File: src/rtl/freq_div_mon.sv
// Odd-ratio divider health monitor: counts div3/div5/div7 rising edges per WIN-cycle window and flags pass/lock.
// Optional sticky per-channel error flags with FREQ_DIV_MON_STICKY_ERR_EN.
module freq_div_mon #(
    parameter int unsigned WIN    = 210,
    parameter int unsigned TOL    = 1,
    parameter int unsigned CW     = 8,
    parameter int unsigned SETTLE = 4,
    parameter int unsigned LOCK_N = 2
) (
    input  logic          clk,
    input  logic          rst,
    input  logic          en,
    input  logic          div3,
    input  logic          div5,
    input  logic          div7,
    output logic [CW-1:0] cnt3,
    output logic [CW-1:0] cnt5,
    output logic [CW-1:0] cnt7,
    output logic [2:0]    ok,
    output logic          done,
    output logic          lock
`ifdef FREQ_DIV_MON_STICKY_ERR_EN
    ,input  logic         err_clr
    ,output logic [2:0]   err
`endif
);

    localparam int unsigned WW = (WIN > 1) ? $clog2(WIN) : 1;
    localparam int unsigned SW = $clog2(SETTLE + 1);
    localparam int unsigned RW = $clog2(LOCK_N + 1);
    localparam int unsigned EW = CW + 2;

    typedef enum logic [1:0] {
        S_IDLE    = 2'd0,
        S_SETTLE  = 2'd1,
        S_MEASURE = 2'd2
    } state_t;

    state_t               r_state;
    state_t               w_state_nxt;
    logic [2:0]           r_s1, r_s2, r_s3;
    logic [2:0]           w_edge;
    logic [SW-1:0]        r_settle;
    logic [WW-1:0]        r_win;
    logic [2:0][CW-1:0]   r_ec;
    logic [2:0][CW-1:0]   w_ec_nxt;
    logic [2:0]           w_ok_nxt;
    logic                 w_terminal;
    logic                 w_all_pass;
    logic [RW-1:0]        r_run;
    logic [RW-1:0]        w_run_nxt;
    logic                 w_lock_nxt;

    // Absolute deviation from the ideal count, evaluated with headroom so it cannot wrap.
    function automatic logic within_tol(input logic [CW-1:0] c, input int unsigned p);
        logic signed [EW-1:0] d;
        d = $signed({2'b00, c}) - $signed(EW'(WIN / p));
        if (d < 0) d = -d;
        return (d <= $signed(EW'(TOL)));
    endfunction

    assign w_edge = r_s2 & ~r_s3;

    always_comb begin
        w_state_nxt = r_state;
        w_terminal  = 1'b0;
        w_ec_nxt    = r_ec;
        w_ok_nxt    = 3'b000;
        w_all_pass  = 1'b0;
        w_run_nxt   = '0;
        w_lock_nxt  = 1'b0;

        case (r_state)
            S_IDLE: begin
                if (en) w_state_nxt = S_SETTLE;
            end
            S_SETTLE: begin
                if (!en)                  w_state_nxt = S_IDLE;
                else if (r_settle == '0)  w_state_nxt = S_MEASURE;
            end
            S_MEASURE: begin
                if (!en) w_state_nxt = S_IDLE;
                else     w_terminal  = (r_win == WW'(WIN - 1));
            end
            default: w_state_nxt = S_IDLE;
        endcase

        // Saturating edge counts including this cycle's edge, and the verdict they would produce.
        for (int unsigned i = 0; i < 3; i++) begin
            if (w_edge[i] && (r_ec[i] != {CW{1'b1}})) w_ec_nxt[i] = r_ec[i] + CW'(1);
            w_ok_nxt[i] = within_tol(w_ec_nxt[i], 3 + 2 * i);
        end

        w_all_pass = (w_ok_nxt == 3'b111);
        if (w_all_pass) w_run_nxt = (r_run < RW'(LOCK_N)) ? r_run + RW'(1) : r_run;
        w_lock_nxt = w_all_pass && (w_run_nxt >= RW'(LOCK_N));
    end

    always_ff @(posedge clk) begin
        if (rst) begin
            r_state  <= S_IDLE;
            r_s1     <= '0;
            r_s2     <= '0;
            r_s3     <= '0;
            r_settle <= '0;
            r_win    <= '0;
            r_ec     <= '0;
            r_run    <= '0;
            cnt3     <= '0;
            cnt5     <= '0;
            cnt7     <= '0;
            ok       <= 3'b000;
            done     <= 1'b0;
            lock     <= 1'b0;
        end else begin
            r_s1    <= {div7, div5, div3};
            r_s2    <= r_s1;
            r_s3    <= r_s2;
            r_state <= w_state_nxt;
            done    <= 1'b0;

            case (r_state)
                S_IDLE: begin
                    r_settle <= SW'(SETTLE - 1);
                end
                S_SETTLE: begin
                    if (r_settle != '0) r_settle <= r_settle - SW'(1);
                    r_win <= '0;
                    r_ec  <= '0;
                end
                S_MEASURE: begin
                    if (w_terminal) begin
                        // Publish and restart with no gap so back-to-back windows lose no edge.
                        cnt3  <= w_ec_nxt[0];
                        cnt5  <= w_ec_nxt[1];
                        cnt7  <= w_ec_nxt[2];
                        ok    <= w_ok_nxt;
                        done  <= 1'b1;
                        r_run <= w_run_nxt;
                        lock  <= w_lock_nxt;
                        r_win <= '0;
                        r_ec  <= '0;
                    end else begin
                        r_win <= r_win + WW'(1);
                        r_ec  <= w_ec_nxt;
                    end
                end
                default: ;
            endcase
        end
    end

`ifdef FREQ_DIV_MON_STICKY_ERR_EN
    // A failing verdict sets its flag even when a clear arrives in the same cycle.
    always_ff @(posedge clk) begin
        if (rst) begin
            err <= 3'b000;
        end else if (r_state == S_MEASURE && w_terminal) begin
            err <= (err_clr ? 3'b000 : err) | ~w_ok_nxt;
        end else if (err_clr) begin
            err <= 3'b000;
        end
    end
`endif

endmodule

File: config.mk
export PLATFORM = sky130hd
export DESIGN_NAME = freq_div_mon
export DESIGN_NICKNAME = d
export VERILOG_FILES = /design/src/rtl/freq_div_mon.sv
export SDC_FILE = /design/constraint.sdc
export NUM_CORES = 1
export LEC_CHECK = 0
export CAP_MARGIN = 20
export CORE_ASPECT_RATIO = 1.1
export CORE_UTILIZATION = 59
export CTS_CLUSTER_DIAMETER = 80
export DETAILED_ROUTE_END_ITERATION = 16
export PLACE_DENSITY = 0.9
export SETUP_SLACK_MARGIN = 0.05
export SLEW_MARGIN = 20
export SYNTH_ARGS = -nofsm -noshare
export SYNTH_HDL_FRONTEND = slang
export SYNTH_SLANG_ARGS = --single-unit
File: constraint.sdc
create_clock -name clk -period 4.3 [get_ports clk]
set_input_delay 0.86 -clock clk [delete_from_list [all_inputs] [get_ports clk]]
set_output_delay 0.86 -clock clk [all_outputs]
set_load 0.01 [all_outputs]
==> impl_metrics.csv <==
group,metric,value,unit
clocking,post_cts.resized_instances,0,
critical_path,worstSetupStartpointType,"flip-flop",
floorplan,io_pins,35,
logic_synthesis,synth_top_area_share,32.78,%
critical_path,startpoint,"r_ec[0]",
logic_synthesis,synth_area_leaders,"dfxtp_1, nor2_1, ha_1, nand2_1, a21oi_1",
critical_path,path_delay_family,"compound AO/OA/AOI/OAI gates",
sta,tns,0,ns
drt,drtPass1Iterations,5,
run,cap_violations,0,
logic_synthesis,async_flop_share,0,%
floorplan,core_area,7556,um2
place,hpwl,7972,um
clocking,clkTransAtPathRegs,0.09,ns
sta,finClkSkew,0.01468,ns
logic_synthesis,yosys_warnings,0,
place,dp.cells,674,
grt,grt_pass1_wl,19060,um
floorplan,initial_core_util,61.43,%
power_and_ir_drop,p_per_area,274.4,nW/um2
finish,utilization,68.02,%
clocking,cts.path.max_buffers,2,
logic_synthesis,ys_ff_latch,76,
critical_path,crit_chain,"ha_1 -> nand4_2 -> o21a_4 -> a21boi_0 -> inv_1 -> ha_1 -> or2b_2 -> and3_1 -> maj3_1 -> o221ai_1 -> a2111o_2 -> nor4_2 -> a22o_1",
critical_path,cp_data_required_time,4.61,ns
critical_path,crit_type,"flip-flop to flip-flop",
grt,grt_pass1_vias,4129,
logic_synthesis,yosys_most_used_dff,"dfxtp_1",
outcome,status,"finished, final reports clean",
critical_path,reg2reg_depth,13,
drt,num_vias,4411,
logic_synthesis,ys_seq_area_share,32.78,%
drt,drt_iter0_markers,346,
floorplan,die_area,8227,um2
logic_synthesis,yosys.area_share.simple,26.66,%
finish,multiInputGateArea,2846,um2
sta,rsz0062_at_grt,"no",
min_path,min_from,"cnt3[4]",
sta,fmax,0.2622,GHz
floorplan,die_x,86.57,um
logic_synthesis,synth_common_cells,"nor2_1, dfxtp_1, nand2_1, a21oi_1",
critical_path,r2r-start,"r_ec[0]",
finish,drive_above_1_share,9.744,%
sta,timing.final.ws_setup,0.4862,ns
sta,hold_viol,0,
critical_path,worstPathArrival,4.13,ns
critical_path,crit_top_cell,"ha_1",
min_path,hp-class,"flip-flop to flip-flop",
logic_synthesis,yosys.cell_types.count,87,
critical_path,ff2ff_setup_slack,0.49,ns
critical_path,rr_endpoint,"r_run[0]",
grt,grt.overflow.total,0,
logic_synthesis,synth.avg_cell_area,8.187,um2
critical_path,crit_end,"r_run[0]",
critical_path,crit_buf_inv,1,
finish,regArea,1521,um2
sta,drv_slew,0,
logic_synthesis,synthAdderAreaFrac,5.337,%
drt,drc,0,
place,place_congestion,0.8737,
logic_synthesis,synth_top_cell_by_area,"dfxtp_1",
logic_synthesis,synth_edf_count,0,
logic_synthesis,synth_compound_area_share,22.05,%
critical_path,slowest_stage,"dfxtp_1",
sta,whs,0.4566,ns
finish,fillers,588,
critical_path,slowest_delay,0.52,ns
clocking,cts_tree,"built",
logic_synthesis,synth_most_common_cell,"nor2_1",
sta,setup_violations,0,
clocking,cts_hold_buf,0,
critical_path,cp.depth,13,
sta,worst_slew_pin_slew,1.031,ns
clocking,clk_latency,0.36,ns
sta,fin_crit,3.814,ns
drt,route.antenna.remaining_nets,0,
drt,viasPerCell,6.393,
floorplan,die_h,95.03,um
clocking,cts.sinks,76,
grt,antenna_found_initial,0,
logic_synthesis,synth_xor_area_share,3.801,%
floorplan,rows,33,
clocking,numCtsBuffers,9,
logic_synthesis,synthMuxAreaShare,3.477,%
logic_synthesis,syn_inst,567,
clocking,cts_setup_buffers,0,
clocking,cts-root-buf,"clkbuf_8",
grt,grtUsageTotal,29.22,%
critical_path,setup.worst_path.end_class,"flip-flop",
sta,slew_headroom,31.02,%
power_and_ir_drop,leakage,1.831,nW
place,place_ws,0.5436,ns
logic_synthesis,syn_nets,592,
drt,routed_wl,11510,um
power_and_ir_drop,vdd_drop_max,0.2785,mV
finish,stdcell_count,690,
finish,syn_to_final_growth,10.73,%
sta,min_period_over_period,88.69,%
critical_path,crit_fanout,7,
drt,post_drt_wl_per_cell,16.68,um
clocking,h-tree-depth,3,
grt,grt_start_max_net_pins,38,
logic_synthesis,synth_top_family_by_area,"simple AND/OR/NAND/NOR gates",
finish,final_nets,605,
finish,antenna_cells,0,
place,portBuffers,34,
logic_synthesis,synth_area,4642,um2
-- metrics by stage --
stage	cell area [um2]	total power [W]
floorplan	4642	0.0008191
global placement	4932	0.0008394
detailed placement	4932	0.0008473
CTS	5140	0.001410
global route	5140	0.001455
finish	5140	0.001411
-- placed cells by master, fill, tap and decap left out, drive strengths merged, types with 4 or more instances in the layout --
cell / n
nor2: 83
o21a: 5
nand3b: 4
clkdlybuf4s50: 33
and4: 4
mux2: 9
clkbuf: 10
xor2: 11
inv: 20
buf: 5
a31oi: 6
o21ai: 14
nor3: 12
nand2: 61
nand4: 17
a211oi: 9
mux2i: 6
nand2b: 5
nand3: 15
ha: 19
and3: 12
dfxtp: 76
o211ai: 4
nor2b: 15
xnor2: 7
a21o: 4
a21oi: 39
and2: 4
a22oi: 17
-- logic make-up (layout without fill, tap and decap cells) --
kind of cell / after synthesis / after routing
AOI/OAI and AO/OA: 137 / 137
muxes: 15 / 15
buffers and inverters: 54 / 72
xor gates and xnor gates: 18 / 18
adders and majority gates: 20 / 20
DFF: 76 / 76
and+or+nand+nor: 247 / 247
-- layout make-up --
type / count / share of cell area [%]
clock inverters: 6 / 1.363
clock buffers: 10 / 2.678
multi-input cells: 437 / 55.38
flip-flops and latches: 76 / 29.60
well taps: 105 / 2.556
repair buffers: 38 / 7.108
inverters: 18 / 1.315
-- routing by layer --
layer  vias up  GRT usage, %  routed length (um)
li1       2056             -                   -
met1      2129         35.10                4944
met2       187         51.19                5619
met3        39         5.801                 637
met4         0         11.81                 311
met5         -             0                   0
-- worst min-delay path by stage --
stage	endpoint	slack, ns	cells past startpoint
2_1_floorplan	r_s2[0]	0.41	1
3_3_place_gp	r_s2[2]	0.42	1
3_5_place_dp	r_s2[1]	0.43	1
4_1_cts	cnt3[4]	0.46	2
5_1_grt	r_s2[1]	0.49	1
6_report	cnt3[4]	0.46	2
-- power by group --
part | leakage (nW) | internal (W) | switching, W
combinational | 1.12 | 0.0000354 | 0.0000781
clock | 0.0955 | 0.000288 | 0.000289
sequential | 0.614 | 0.000713 | 0.00000674
-- tightest hold or removal path, delay by kind of cell, from the launching register on --
| kind | cells | cell delay [ns] |
|---|---|---|
| simple gates | 1 | 0.05 |
| flops | 1 | 0.31 |
| compound gates | 1 | 0.05 |
-- sequential cells by signal, indices dropped and copies added (netlist names), 3 cells and up --
register / count
r_s1: 3
r_ec: 24
r_s2: 3
cnt7: 8
ok: 3
r_win: 8
cnt3: 8
cnt5: 8
r_settle: 3
r_s3: 3
(Power assumes the default switching activity.)
